**config.mk**
```make
export PLATFORM = sky130hd
export DESIGN_NAME = hazard_ctrl
export DESIGN_NICKNAME = d
export VERILOG_FILES = /design/src/rtl/hazard_ctrl_pkg.sv /design/src/rtl/hazard_ctrl_forward_sel.sv /design/src/rtl/hazard_ctrl.sv
export SDC_FILE = /design/constraint.sdc
export NUM_CORES = 1
export LEC_CHECK = 0
export ABC_CLOCK_PERIOD_IN_PS = 2000
export BUFFER_PORTS_ARGS = -buffer_cell sky130_fd_sc_hd__buf_2
export CAP_MARGIN = 20
export CORE_UTILIZATION = 41
export DETAILED_ROUTE_END_ITERATION = 10
export GPL_TIMING_DRIVEN = 0
export MAX_ROUTING_LAYER = met4
export PLACE_DENSITY_LB_ADDON = 0.3
export SLEW_MARGIN = 20
export SYNTH_ARGS = -nofsm -noshare
export SYNTH_HDL_FRONTEND = slang
export SYNTH_SLANG_ARGS = --single-unit
```
**constraint.sdc**
```tcl
create_clock -name clk -period 2 [get_ports clk]
set_input_delay 0.2 -clock clk [delete_from_list [all_inputs] [get_ports clk]]
set_output_delay 0.2 -clock clk [all_outputs]
set_load 0.1 [all_outputs]
```
**src/rtl/hazard_ctrl_pkg.sv**
```systemverilog
// Shared encodings for the pipeline hazard controller.
// Latency: n/a (types and constants only).
// Backpressure: n/a.
package hazard_ctrl_pkg;

    // Controller FSM encoding, exported on the state port
    typedef enum logic [1:0] {
        ST_RUN     = 2'b00,
        ST_MEMWAIT = 2'b01,
        ST_FAULT   = 2'b10
    } state_t;

    // resultSrc value that marks a load in Execute
    localparam logic [1:0] RES_LOAD = 2'b01;

    // ALU operand source selects
    localparam logic [1:0] FWD_RF  = 2'b00;
    localparam logic [1:0] FWD_WB  = 2'b01;
    localparam logic [1:0] FWD_MEM = 2'b10;

endpackage

```
**src/rtl/hazard_ctrl_forward_sel.sv**
```systemverilog
// Picks the bypass source for one ALU operand; MEM beats WB, x0 never forwards.
// Latency: purely combinational.
// Backpressure: none, independent of controller state.
module forward_sel
    import hazard_ctrl_pkg::*;
(
    input  logic [4:0] rs,
    input  logic [4:0] rd_mem,
    input  logic       wr_mem,
    input  logic [4:0] rd_wb,
    input  logic       wr_wb,
    output logic [1:0] sel
);

    // Priority select: youngest producer (MEM) first, then WB, else register file
    always_comb begin
        sel = FWD_RF;
        if (wr_mem && (rd_mem != 5'd0) && (rd_mem == rs)) begin
            sel = FWD_MEM;
        end else if (wr_wb && (rd_wb != 5'd0) && (rd_wb == rs)) begin
            sel = FWD_WB;
        end
    end

endmodule

```
**src/rtl/hazard_ctrl.sv**
```systemverilog
// Pipeline hazard control: forwarding, load-use stall, branch flush, memory-wait stall with timeout.
// Latency: stall/flush/forward outputs are combinational; state and counters update on the next edge.
// Backpressure: a memory wait freezes all four pipeline registers until ready, or forever once FAULT.
module hazard_ctrl
    import hazard_ctrl_pkg::*;
#(
    parameter int WAIT_LIMIT = 255,
    parameter int CNT_W      = 16
)(
    input  logic             clk,
    input  logic             rst,
    input  logic [4:0]       Rs1D,
    input  logic [4:0]       Rs2D,
    input  logic [4:0]       Rs1E,
    input  logic [4:0]       Rs2E,
    input  logic [4:0]       RdE,
    input  logic [1:0]       resultSrcE,
    input  logic             pcSrcE,
    input  logic [4:0]       RdM,
    input  logic [4:0]       RdW,
    input  logic             regWriteM,
    input  logic             regWriteW,
    input  logic             memReqM,
    input  logic             memReadyM,
    output logic             stallF,
    output logic             stallD,
    output logic             stallE,
    output logic             stallM,
    output logic             flushD,
    output logic             flushE,
    output logic [1:0]       forwardAE,
    output logic [1:0]       forwardBE,
    output logic             fault,
    output logic [1:0]       state,
    output logic [CNT_W-1:0] stallCnt,
    output logic [CNT_W-1:0] flushCnt
);

    localparam int WCNT_W = $clog2(WAIT_LIMIT + 1);

    state_t              state_q, state_d;
    logic [WCNT_W-1:0]   wcnt_q, wcnt_d;
    logic                mem_wait, load_use;
    logic                stall_all, stall_fd, flush_d, flush_e;
    logic                run_flush_d, run_flush_e, run_stall_fd;

    forward_sel u_fwd_a (
        .rs     (Rs1E),
        .rd_mem (RdM),
        .wr_mem (regWriteM),
        .rd_wb  (RdW),
        .wr_wb  (regWriteW),
        .sel    (forwardAE)
    );

    forward_sel u_fwd_b (
        .rs     (Rs2E),
        .rd_mem (RdM),
        .wr_mem (regWriteM),
        .rd_wb  (RdW),
        .wr_wb  (regWriteW),
        .sel    (forwardBE)
    );

    assign mem_wait = memReqM && !memReadyM;
    assign load_use = (resultSrcE == RES_LOAD) && (RdE != 5'd0) &&
                      ((RdE == Rs1D) || (RdE == Rs2D));

    // Normal-flow response: a taken branch squashes the load-use bubble
    assign run_flush_d  = pcSrcE;
    assign run_flush_e  = pcSrcE || load_use;
    assign run_stall_fd = !pcSrcE && load_use;

    // Next state and raw stall/flush decisions for the current state
    always_comb begin
        state_d   = state_q;
        wcnt_d    = wcnt_q;
        stall_all = 1'b0;
        stall_fd  = 1'b0;
        flush_d   = 1'b0;
        flush_e   = 1'b0;
        unique case (state_q)
            ST_RUN: begin
                if (mem_wait) begin
                    stall_all = 1'b1;
                    state_d   = ST_MEMWAIT;
                    wcnt_d    = WCNT_W'(1);
                end else begin
                    stall_fd = run_stall_fd;
                    flush_d  = run_flush_d;
                    flush_e  = run_flush_e;
                end
            end
            ST_MEMWAIT: begin
                if (!memReadyM) begin
                    stall_all = 1'b1;
                    // Counter holds the cycles already spent waiting
                    if (wcnt_q >= WCNT_W'(WAIT_LIMIT)) begin
                        state_d = ST_FAULT;
                    end else begin
                        wcnt_d = wcnt_q + 1'b1;
                    end
                end else begin
                    stall_fd = run_stall_fd;
                    flush_d  = run_flush_d;
                    flush_e  = run_flush_e;
                    state_d  = ST_RUN;
                    wcnt_d   = '0;
                end
            end
            ST_FAULT: begin
                stall_all = 1'b1;
            end
            default: begin
                state_d = ST_RUN;
                wcnt_d  = '0;
            end
        endcase
    end

    // Reset masks everything so a wait or fault leaves no residual stall
    assign stallF = !rst && (stall_all || stall_fd);
    assign stallD = !rst && (stall_all || stall_fd);
    assign stallE = !rst && stall_all;
    assign stallM = !rst && stall_all;
    assign flushD = !rst && flush_d;
    assign flushE = !rst && flush_e;
    assign fault  = !rst && (state_q == ST_FAULT);
    assign state  = state_q;

    // State, wait counter and saturating performance counters
    always_ff @(posedge clk) begin
        if (rst) begin
            state_q  <= ST_RUN;
            wcnt_q   <= '0;
            stallCnt <= '0;
            flushCnt <= '0;
        end else begin
            state_q <= state_d;
            wcnt_q  <= wcnt_d;
            if (stallF && (stallCnt != {CNT_W{1'b1}})) begin
                stallCnt <= stallCnt + 1'b1;
            end
            if (flushE && (flushCnt != {CNT_W{1'b1}})) begin
                flushCnt <= flushCnt + 1'b1;
            end
        end
    end

endmodule

```
; Word-level counts from Yosys, hierarchy flattened
; Index checks and enable logic that the tools add are counted.
[word_totals]
register_bits = 42
in_bits = 44
out_inout_bits = 45
word_cells = 76
[op_classes]
n_addsub = 3
order_cmp = 1
n_eq_ne = 14
muxes = 24
n_bitwise = 1
reduce_logical = 29
[op_table]
columns = operator, count
row1 = "adder 16 x 1 -> 16 bit, second input constant", 2
row2 = "!= test 16 bit, second input constant", 2
row3 = equality test 5 bit, 6
row4 = two-way mux 8 bit, 3
row5 = one-hot mux 8 bit (3 select lines), 1
row6 = logical AND 1 bit, 17
row7 = nonzero test 5 bit, 3
row8 = two-way mux 1 bit, 10
row9 = two-way mux 2 bit, 5
row10 = "adder 8 x 1 -> 8 bit, second input constant", 1
row11 = "greater-or-equal comparator 8 bit, second input constant", 1
row12 = "!= test 3 bit, second input constant", 2
row13 = one-hot mux 1 bit (2 select lines), 3
row14 = one-hot mux 2 bit (3 select lines), 1
row15 = AND reduction 3 bit, 2
row16 = "equality test 2 x 1 -> 1 bit, second input constant", 2
row17 = zero test 1 bit, 3
row18 = logical OR 1 bit, 3
row19 = one-hot mux 1 bit (3 select lines), 1
row20 = "equality test 2 bit, second input constant", 1
row21 = zero test 2 bit, 1
row22 = "!= test 2 bit, second input constant", 1
row23 = inverter 1 bit, 1

; Logic depth before layout (Yosys ltp)
; Gate-level depths: netlist (run 1).
[depth]
word_depth = 9
depth_mapped = 9
mapped_depth_nobuf = 7

; Hierarchy
; A second synthesis (run 1) with hierarchy kept.
[unflattened]
hier_cells = 314
hier_area_um2 = 2622.5
[modules_own_cells]
columns = module, instances, cells_per_inst, area_per_inst_um2, seq_area_each_um2
row1 = hazard_ctrl, 1, 274, 2319.7, 840.8
row2 = forward_sel, 2, 20, 151.4, 0.0

; Least setup slack after synthesis (run 1)
; OpenSTA, ideal clock, no wires.
[synth_timing]
kind = input to output
from = input RdM[4]
to = output forwardAE[0]
arrival_time_ns = 5.403
required_time_ns = 1.800
setup_slack_ns = -3.603
stages = 4
path_buffers = 0
path_cell_list = xnor2_1 -> nand3_1 -> nor4_1 -> nor4_1
[synth_between]
elab_chain_len = 4
elab_cells_between_ends = 5
classes_between = 1 x eq/ne / 1 x mux / 3 x reduce/logical
[synth_rtl]
columns = element, line
row1 = start: declaration, hazard_ctrl.sv:19  ; input logic [4:0] RdM,
row2 = nonzero test 5 bit, hazard_ctrl_forward_sel.sv:18  ; if (wr_mem && (rd_mem != 5'd0) && (rd_mem == rs)) begin
row3 = logical AND 1 bit, hazard_ctrl_forward_sel.sv:18
row4 = logical AND 1 bit *, hazard_ctrl_forward_sel.sv:18
row5 = two-way mux 2 bit *, hazard_ctrl_forward_sel.sv:18
row6 = end: declaration, hazard_ctrl.sv:31  ; output logic [1:0] forwardAE,
; Mark *: on every way between the ends. The rest lies on a longest branch, timed or not.

; Worst setup path after layout (run 1)
[layout_timing]
from = input RdE[4]
to = output stallF
[layout_between]
elab_chain_len = 8
elab_cells_between_ends = 12
classes_between = 2 x eq/ne / 3 x mux / 7 x reduce/logical
[layout_rtl]
columns = element, line
row1 = start: declaration, hazard_ctrl.sv:16  ; input logic [4:0] RdE,
row2 = equality test 5 bit or nonzero test 5 bit (tied branches), "hazard_ctrl.sv:67, hazard_ctrl.sv:66"
row3 = logical OR 1 bit or logical AND 1 bit (tied branches), "hazard_ctrl.sv:67, hazard_ctrl.sv:66"
row4 = logical AND 1 bit *, hazard_ctrl.sv:66  ; assign load_use = (resultSrcE == RES_LOAD) && (RdE != 5'd0) &&
row5 = logical AND 1 bit *, hazard_ctrl.sv:72  ; assign run_stall_fd = !pcSrcE && load_use;
row6 = "two-way mux 1 bit, on equally long branches", "hazard_ctrl.sv:95, hazard_ctrl.sv:84"
row7 = one-hot mux 1 bit (2 select lines) *, hazard_ctrl.sv:82  ; unique case (state_q)
row8 = logical OR 1 bit *, hazard_ctrl.sv:122  ; assign stallF = !rst && (stall_all || stall_fd);
row9 = logical AND 1 bit *, hazard_ctrl.sv:122
row10 = end: declaration, hazard_ctrl.sv:25  ; output logic stallF,
; Marked as above.

==> impl_metrics.py, run 1 <==
metrics = {
    "routing": {
        "via_per_inst": 5.400,
        "vias": 2673,
        "drt-wirelength-per-cell_um": 14.20,
        "drt-total-wl_um": 7029,
        "drtIter0Drc": 70,
        "drt.antenna.violating_nets": 0,
        "drc_errors": 0,
        "drt_pass1_iterations": 4,
    },
    "power_and_ir_drop": {
        "p_leak_nw": 1.446,
        "power_per_cell_area_nw_per_um2": 489.6,
        "peakVddDrop_mv": 0.2790,
        "post-layout-total-power_mw": 1.812,
    },
    "placed_design": {
        "detailedPlacementHpwl_um": 5217,
        "gp_congestion": 0.8579,
        "port-buffer-count": 88,
        "placement.setup.worst_slack_ns": -0.3512,
    },
    "grt": {
        "overall_global_routing_usage_pct": 20.88,
        "grt_start_max_net_pins": 13,
        "initial_antenna_violation_count": 0,
        "gr-total-overflow": 0,
        "first_global_vias": 2292,
        "grt_pass1_wl_um": 10500,
    },
    "die": {
        "floorplan.die_area_um2": 6758,
        "design.core.area_um2": 6061,
        "floorplan.rows": 28,
        "io_pins": 89,
        "starting_density_of_the_core_pct": 43.52,
        "chipHeight_um": 82.21,
        "floorplan.die.width_um": 82.21,
    },
    "setup_path": {
        "timing.critical_path.mode_cell": "buf_12",
        "rr_startpoint": "stallCnt[1]",
        "worstSetupStartpoint": "RdE[4]",
        "regToRegEndpoint": "stallCnt[13]",
        "critical-path-slowest-cell": "or4_4",
        "crit_fanout": 3,
        "timing.critical_path.cells": "buf_2, or4_4, o21ai_4, nor3_2, a21oi_4, clkinvlp_4, buf_12, buf_12",
        "cp_top_family": "simple AND/OR/NAND/NOR gates",
        "end_kind": "output pin",
        "critPathRequiredTime_ns": 1.80,
        "wp_buf_inv": 4,
        "max_stage_delay_ns": 0.56,
        "ff2ff_path_depth": 10,
        "timing.reg2reg.setup_slack_ns": 0,
        "worst_setup_path_start_kind": "input port",
        "critPathArrivalTime_ns": 1.81,
        "criticalPathCategory": "in2out",
    },
    "sta": {
        "final_critical_path_setup_slack_ns": -0.006701,
        "grt_setup_unrepaired": "true",
        "setup_clock_skew_after_layout_ns": 0.006748,
        "setup_viol": 1,
        "period_needed_ns": 2.007,
        "timing.final.crit_share_pct": 100.3,
        "max_slew_margin_pct": 52.85,
        "final-hold-violation-count": 0,
        "worst_slew_pin_slew_ns": 0.7072,
        "fmaxAchievable_ghz": 0.4983,
        "timing.final.max_slew_violations": 0,
        "hold_slack_ns": 0.2965,
    },
    "logic_synthesis": {
        "synth_cells": 312,
        "netlist.top_cell.by_area": "dfxtp_1",
        "most_numerous_cell_in_the_yosys_netlist": "dfxtp_1",
        "synthesis.area_per_instance_um2": 8.454,
        "ys_ff_latch": 42,
        "synth.lib_cells_used.distinct": 54,
        "synth_enable_flop_cells": 0,
        "synth.top_cell.area_share_pct": 31.88,
        "synth.area.top_cells": "dfxtp_1 32%, xor2_1 10%, xnor2_1 6.6%",
        "synthesis.yosys.warnings": 0,
        "mappedNetlistNets": 359,
        "netlist_top_cells_count": "42 x dfxtp_1, 40 x nor2_1, 30 x xor2_1",
        "synth-seq-area-share_pct": 31.88,
        "async_flop_share_pct": 0,
        "synthFlopType": "dfxtp_1",
        "syn-cell-area_um2": 2638,
    },
    "clock_network": {
        "cts_hold_repair.buffers": 0,
        "cts_max_path_buffers": 2,
        "clk_lat_worst_skew_ns": 0.30,
        "tritoncts_num_sinks": 42,
        "cts_root_buf": "clkbuf_8",
        "cts_tree": "done",
        "tritoncts_buffers": 5,
        "cts.reportedPaths.clkPinSlew_ns": 0.08,
        "htreeDepth": 2,
    },
    "worst_hold_path": {
        "min_from": "memReqM",
        "hold_path_end": "state[0]",
        "hold-path-cell-count": 3,
        "hold_class": "in2reg",
    },
    "cells_and_area": {
        "syn_to_final_growth_pct": 40.28,
        "fillCellCount": 552,
        "final_net_count": 466,
        "diodes": 0,
        "final_design_utilization_pct": 61.04,
        "final_layout_size_suffix_gt1_share_pct": 46.90,
    },
    "run_status": {
        "violations": "negative setup slack",
        "status": "finished, violations left",
    },
    "run": {
        "drv_cap": 0,
    },
}
==> power by group <==
group          total (mW)  switching (mW)  internal [mW]
logic               0.414           0.271          0.143
registers           0.831         0.00914          0.822
clock network       0.566           0.285          0.282
==> layout by cell type, fill, tap and decap left out, drive strengths merged, types with 2 or more instances in the layout <==
cell type and n:
xor2 30, mux2i 2, nor2 40, nor2b 2, nor3 15, o21ai 13, a2111oi 2, nor4b 2
nand4 8, a21oi 20, clkbuf 14, xnor2 20, nand2 13, or3 8, nand3 27, ha 3
a211oi 3, dfxtp 42, o31ai 7, nand2b 2, nor4 6, inv 5, and3 4, or4 11
buf 106, or2 3
==> per-layer routing <==
| layer | vias up | GRT usage, % | share of wire, % |
|---|---|---|---|
| met5 | - | - | 0 |
| met4 | 0 | 9.474 | 1.6 |
| met3 | 10 | 3.297 | 4.1 |
| met2 | 65 | 34.46 | 51 |
| met1 | 1255 | 24.93 | 43 |
| li1 | 1343 | - | - |
==> logic make-up (layout without fill, tap and decap cells) <==
logic type	Yosys count	in the layout	share of synthesized area, %
simple gates	145	145	30.22
buf+inv	18	126	3.937
fa+ha+maj	3	3	1.423
flops	42	42	31.88
mux	3	3	1.186
xor+xnor	50	50	16.60
compound gates	51	51	14.75
==> layout make-up <==
| class | instances | area (µm²) | share of cell area [%] |
|---|---|---|---|
| Inverter | 6 | 26.28 | 0.7102 |
| Sequential cell | 42 | 925.9 | 25.03 |
| Multi-Input combinational cell | 252 | 1902 | 51.40 |
| Clock buffer | 8 | 90.09 | 2.435 |
| Timing Repair Buffer | 100 | 568.0 | 15.35 |
| Buffer | 12 | 93.84 | 2.536 |
| Tap cell | 75 | 93.84 | 2.536 |
==> per-stage QoR <==
stage	setup TNS, ns	std cells	instance area (µm²)
final	-0.006701	495	3700
after global routing	-0.9516	495	3700
after CTS	-0.007864	485	3552
after detailed placement	-1.090	475	3397
after global placement	-0.9323	475	3397
after floorplan	-2.769	312	2863
==> what timing repair did <==
action | in CTS | in global routing
resized for setup | 12 | 19
cloned | 0 | 1
setup buffers | 2 | 9
pin swaps | 4 | 12
setup endpoints to repair | 5 | 21
==> worst max-delay path by stage <==
| stage | to | cells after the start | slack [ns] |
|---|---|---|---|
| after detailed placement | stallF | 8 | -0.35 |
| after floorplan | stallF | 6 | -0.44 |
| after global placement | stallF | 8 | -0.34 |
| after global routing | stallCnt[1] | 9 | -0.11 |
| final | stallF | 8 | -0.007 |
| after CTS | stallF | 7 | -0.006 |
==> worst register-to-register path, stage by stage (launching register included) <==
cell and delay, ns:
dfxtp_4 0.39, ha_4 0.15, nand2_4 0.05, nor4_4 0.40
a2111oi_4 0.12, a21oi_2 0.22, buf_6 0.15, buf_12 0.11
buf_8 0.11, o31ai_2 0.07, a21oi_1 0.14
==> state kept, by name, summed over array words and instances (netlist names) <==
register	flops
flushCnt	16
stallCnt	16
wcnt_q	8
state	2
(Power assumes the default switching activity.)
==> run 2: changes to the inputs <==
Settings changed: CORE_ASPECT_RATIO from default to 1.4, CORE_UTILIZATION 41 to 46.
==> run 2 against run 1 <==
Compared with the run above:
- sequential cell count is the same
- utilization increased by 6.4 points
- wire length fell by 3.0%
- total power is 0.55% higher
- critical endpoint is now stallE
- sequential share of layout area down 0.17 points
- cell area grew 0.68%
- hold slack worse by 0.013 ns
- clock skew about the same
- the run now ends clean
- sequential power is essentially flat
- combinational power about the same
==> impl_metrics.py, run 2 (synthesis results as in run 1) <==
metrics = {
    "run_status": {
        "status": "finished, final reports clean",
    },
    "cells_and_area": {
        "layout_commonest_cell": "buf_2",
        "fillCellCount": 448,
        "area.sequential_um2": 925.9,
        "layout_top_registers": "flushCnt: 16 flops, stallCnt: 16 flops, wcnt_q: 8 flops",
        "mostFrequentLayoutCells": "83 x buf_2, 35 x nor2_1, 30 x xor2_1",
        "multi_input_area_um2": 1906,
        "syn_to_final_growth_pct": 41.22,
        "final_layout_size_suffix_gt1_share_pct": 47.04,
        "final_net_count": 469,
        "diodes": 0,
    },
    "setup_path": {
        "crit_fanout": 5,
        "cp_top_family": "buffers and inverters",
        "timing.reg2reg.setup_slack_ns": 0.07,
        "worst_setup_path_start_kind": "register",
        "rr_startpoint": "state[1]",
        "end_kind": "output pin",
        "critical_path_depth": 4,
        "critical-path-slowest-cell": "buf_2",
        "wp_buf_inv": 1,
        "criticalPathCategory": "reg2out",
        "regToRegEndpoint": "stallCnt[9]",
        "critPathRequiredTime_ns": 1.80,
        "critPathArrivalTime_ns": 1.74,
        "max_stage_delay_ns": 0.45,
        "cp-endpoint": "stallE",
        "timing.critical_path.cells": "or2_4, o21a_4, nor2_4, buf_2",
        "ff2ff_path_depth": 7,
        "worstSetupStartpoint": "state[1]",
    },
    "clock_network": {
        "cts.reportedPaths.clkPinSlew_ns": 0.08,
        "tritoncts_buffers": 5,
        "cts_root_buf": "clkbuf_8",
        "htreeDepth": 2,
        "tritoncts_num_sinks": 42,
        "cts_tree": "done",
        "cts_max_path_buffers": 2,
        "clk_lat_worst_skew_ns": 0.30,
    },
    "sta": {
        "max_slew_margin_pct": 59.15,
        "setup-tns-final_ns": 0,
        "timing.final.crit_share_pct": 97.24,
        "fmaxAchievable_ghz": 0.5142,
        "hold_slack_ns": 0.2836,
        "final-hold-violation-count": 0,
        "final_critical_path_setup_slack_ns": 0.05521,
        "worst_slew_pin_slew_ns": 0.6128,
        "setup_clock_skew_after_layout_ns": 0.006514,
        "period_needed_ns": 1.945,
        "setup_viol": 0,
        "grt_setup_unrepaired": "true",
        "timing.final.max_slew_violations": 0,
    },
    "die": {
        "chipHeight_um": 91.60,
        "floorplan.die_area_um2": 6045,
        "design.core.area_um2": 5525,
        "io_pins": 89,
        "starting_density_of_the_core_pct": 47.74,
        "floorplan.rows": 32,
        "floorplan.die.width_um": 66.00,
    },
    "routing": {
        "drtIter0Drc": 74,
        "drt-total-wl_um": 6818,
        "drt_pass1_iterations": 4,
        "vias": 2725,
        "drc_errors": 0,
        "drt-wirelength-per-cell_um": 13.89,
        "via_per_inst": 5.550,
        "drt.antenna.violating_nets": 0,
    },
    "placed_design": {
        "gp_congestion": 0.9338,
        "placement.setup.worst_slack_ns": -0.3407,
        "port-buffer-count": 88,
        "detailedPlacementHpwl_um": 5109,
    },
    "grt": {
        "grt_pass1_wl_um": 10780,
        "initial_antenna_violation_count": 0,
        "overall_global_routing_usage_pct": 23.18,
        "first_global_vias": 2485,
        "grt_start_max_net_pins": 13,
        "gr-total-overflow": 0,
    },
    "worst_hold_path": {
        "hold_class": "in2reg",
        "hold-path-cell-count": 4,
    },
    "power_and_ir_drop": {
        "peakVddDrop_mv": 0.3794,
        "power_per_cell_area_nw_per_um2": 489.0,
        "post-layout-total-power_mw": 1.821,
        "p_leak_nw": 1.495,
    },
    "run": {
        "drv_cap": 0,
    },
}
==> run 2: changes by cell type in the layout (fill, tap and decap cells not counted), sizes merged <==
cell,previous run,this run
buf,106,107
clkbuf,14,15
clkinv,0,1
==> run 2: worst min-delay path by stage <==
stage	startpoint	to
after floorplan	rst	flushCnt[5]
after global placement	flushCnt[5]	flushCnt[5]
after detailed placement	flushCnt[5]	flushCnt[5]
after CTS	memReadyM	wcnt_q[0]
after global routing	memReadyM	wcnt_q[0]
final	memReadyM	wcnt_q[0]
==> run 2: where the power goes <==
group	internal, mW	switching, mW
clock network	0.279	0.297
logic	0.144	0.271
registers	0.821	0.00868
==> run 2: worst register-to-register path, delay by kind of cell, from the launching register on <==
kind / cells / cell delay (ns)
flip-flops: 1 / 0.37
AO/OA/AOI/OAI: 4 / 0.62
buffers and inverters: 1 / 0.16
AND/OR/NAND/NOR: 2 / 0.72
==> run 2: what timing repair did <==
item / CTS / global route
hold buffers: 0 / 0
pin swaps: 2 / 9
buffers inserted: 2 / 13
resized for setup: 8 / 21
cloned: 0 / 1
setup endpoints to repair: 6 / 17
==> run 2: area by class of cell <==
| cell class | count | area share [%] |
|---|---|---|
| buffer | 11 | 1.982 |
| clock buffer | 7 | 2.318 |
| multi-input combinational | 252 | 51.16 |
| sequential | 42 | 24.86 |
| clock inverter | 1 | 0.1344 |
| inverter | 6 | 0.7054 |
| tap | 68 | 2.284 |
| timing repair buffer | 104 | 16.56 |
==> run 2: routing by layer <==
| layer | share of wire (%) | routed length, µm | up-vias | track usage, % |
|---|---|---|---|---|
| li1 | - | - | 1349 | - |
| met1 | 39 | 2669 | 1279 | 24.73 |
| met2 | 54 | 3662 | 89 | 41.84 |
| met3 | 5.7 | 390 | 8 | 3.769 |
| met4 | 1.4 | 95 | 0 | 8.156 |
| met5 | 0 | 0 | - | - |
==> run 2: metrics by stage <==
| stage | instance area, µm² | util, % | instances |
|---|---|---|---|
| CTS | 3530 | 63.88 | 478 |
| floorplan | 2863 | - | 312 |
| finish | 3725 | 67.41 | 491 |
| global route | 3725 | 67.41 | 491 |
| global placement | 3388 | 61.32 | 468 |
| detailed placement | 3388 | 61.32 | 468 |
==> run 3: changes to the inputs <==
Settings changed: CELL_PAD_IN_SITES_DETAIL_PLACEMENT from default to 0, CELL_PAD_IN_SITES_GLOBAL_PLACEMENT from default to 2, CORE_UTILIZATION 46 to 26.
==> run 3 against run 2 <==
Compared with the run above:
- utilization down 28 points
- non-clock buffer count is 2 lower
- wire length rose by 15%
- largest cell class unchanged
- clock skew down 0.0032 ns
- highest routed layer unchanged
- via count is 1.8% lower
- cell count grew 13%
- largest power group is now clock
- register-to-register slack about the same
- hold slack gained 0.019 ns
==> impl_metrics.py, run 3 (synthesis results as in run 1) <==
metrics = {
    "sta": {
        "setup-tns-final_ns": 0,
        "final-hold-violation-count": 0,
        "setup_viol": 0,
        "hold_slack_ns": 0.3025,
        "fmaxAchievable_ghz": 0.5148,
        "max_slew_margin_pct": 54.09,
        "period_needed_ns": 1.943,
        "setup_clock_skew_after_layout_ns": 0.003281,
        "grt_setup_unrepaired": "true",
        "worst_slew_pin_slew_ns": 0.6886,
        "timing.final.crit_share_pct": 97.13,
        "timing.final.max_slew_violations": 0,
        "final_critical_path_setup_slack_ns": 0.05744,
    },
    "grt": {
        "initial_antenna_violation_count": 0,
        "grt_pass1_wl_um": 12110,
        "gr-total-overflow": 0,
        "first_global_vias": 2492,
        "overall_global_routing_usage_pct": 15.38,
        "grt_start_max_net_pins": 13,
    },
    "power_and_ir_drop": {
        "p_leak_nw": 1.514,
        "peakVddDrop_mv": 0.2944,
        "post-layout-total-power_mw": 2.093,
        "power_per_cell_area_nw_per_um2": 541.7,
    },
    "clock_network": {
        "cts.reportedPaths.clkPinSlew_ns": 0.06,
        "htreeDepth": 2,
        "cts_tree": "done",
        "tritoncts_buffers": 5,
        "cts_max_path_buffers": 2,
        "clk_lat_worst_skew_ns": 0.29,
        "cts_root_buf": "clkbuf_16",
        "tritoncts_num_sinks": 42,
    },
    "cells_and_area": {
        "syn_to_final_growth_pct": 46.49,
        "diodes": 0,
        "finalInstanceArea_um2": 3864,
        "final_layout_size_suffix_gt1_share_pct": 47.03,
        "final_net_count": 467,
        "layout_top_registers": "flushCnt: 16 flops, stallCnt: 16 flops, wcnt_q: 8 flops",
        "final_instance_count_excl_fillers": 556,
        "mostFrequentLayoutCells": "84 x buf_2, 34 x nor2_1, 30 x xor2_1",
        "layout_commonest_cell": "buf_2",
        "final_design_utilization_pct": 39.03,
    },
    "setup_path": {
        "rr_startpoint": "stallCnt[0]",
        "max_stage_delay_ns": 0.47,
        "ff2ff_path_depth": 8,
        "worstSetupStartpoint": "stallCnt[0]",
        "cp-endpoint": "stallCnt[13]",
        "critical-path-slowest-cell": "or4_1",
        "crit_fanout": 5,
        "criticalPathCategory": "reg2reg",
        "timing.critical_path.cells": "ha_4, nand2_4, nor4_4, a2111oi_4, a21oi_2, buf_2, or4_1, a21oi_1",
        "critPathRequiredTime_ns": 2.21,
        "timing.reg2reg.setup_slack_ns": 0.06,
        "end_kind": "register",
        "critPathArrivalTime_ns": 2.15,
        "regToRegEndpoint": "stallCnt[13]",
        "worst_setup_path_start_kind": "register",
    },
    "routing": {
        "drc_errors": 0,
        "vias": 2675,
        "drt-total-wl_um": 7850,
        "drt-wirelength-per-cell_um": 14.12,
        "drt_pass1_iterations": 4,
        "drtIter0Drc": 63,
        "via_per_inst": 4.811,
        "drt.antenna.violating_nets": 0,
    },
    "die": {
        "starting_density_of_the_core_pct": 26.64,
        "floorplan.die.width_um": 87.13,
        "floorplan.rows": 43,
        "design.core.area_um2": 9899,
        "io_pins": 89,
        "chipHeight_um": 121.2,
        "floorplan.die_area_um2": 10560,
    },
    "placed_design": {
        "port-buffer-count": 88,
        "gp_congestion": 0.7324,
        "detailedPlacementHpwl_um": 5999,
        "place_area_um2": 3472,
        "dpl.cell_count": 535,
        "placement.setup.worst_slack_ns": -0.3598,
    },
    "run": {
        "drv_cap": 0,
    },
    "worst_hold_path": {
        "hold_class": "in2reg",
    },
    "run_status": {
        "status": "finished, final reports clean",
    },
}
==> run 3: cell types whose count changed in the layout (fill, tap and decap cells not counted), sizes merged <==
cell	before	now
buf	107	106
clkbuf	15	14
==> run 3: critical path, delay by kind of cell, from the launching register on <==
| family | cells | cell delay (ns) |
|---|---|---|
| fa+ha+maj | 1 | 0.17 |
| flops | 1 | 0.36 |
| compound gates | 3 | 0.56 |
| buf+inv | 1 | 0.17 |
| simple gates | 3 | 0.61 |
==> run 3: power breakdown <==
| group | internal (mW) | switching, mW | leakage, nW |
|---|---|---|---|
| clock network | 0.496 | 0.351 | 0.0739 |
| logic | 0.142 | 0.273 | 1.08 |
| registers | 0.822 | 0.00933 | 0.361 |
| total | 1.46 | 0.633 | 1.51 |
==> run 3: cell type report <==
class / count / area [µm²]
well taps: 135 / 168.9
repair buffers: 101 / 588.1
inverters: 6 / 26.28
multi-input cells: 252 / 1912
fillers: 1061 / 6036
plain buffers: 12 / 95.09
clock inverters: 1 / 5.005
flip-flops and latches: 42 / 925.9
clock buffers: 7 / 142.6
==> run 3: how the worst min path moves through the flow <==
stage	startpoint	endpoint	slack, ns	cells past startpoint
floorplan	rst	flushCnt[5]	0.38	2
global placement	flushCnt[5]	flushCnt[5]	0.44	1
detailed placement	flushCnt[5]	flushCnt[5]	0.45	1
CTS	memReadyM	wcnt_q[0]	0.30	4
global route	memReqM	state[0]	0.31	3
finish	memReqM	state[0]	0.30	3
==> run 3: what timing repair did <==
| action | 4_1_cts | 5_1_grt |
|---|---|---|
| gates resized for setup | 11 | 19 |
| pin swaps | 2 | 7 |
| setup buffers | 2 | 9 |
| endpoints found under the setup margin | 9 | 17 |
| cloned | 0 | 2 |
| hold buffers | 0 | 0 |
==> run 3: per-layer routing <==
layer,global-route usage (%),share of wire (%)
met1,17.00,42
met2,26.97,52
met3,2.789,4.9
met4,6.250,1.6
met5,-,0
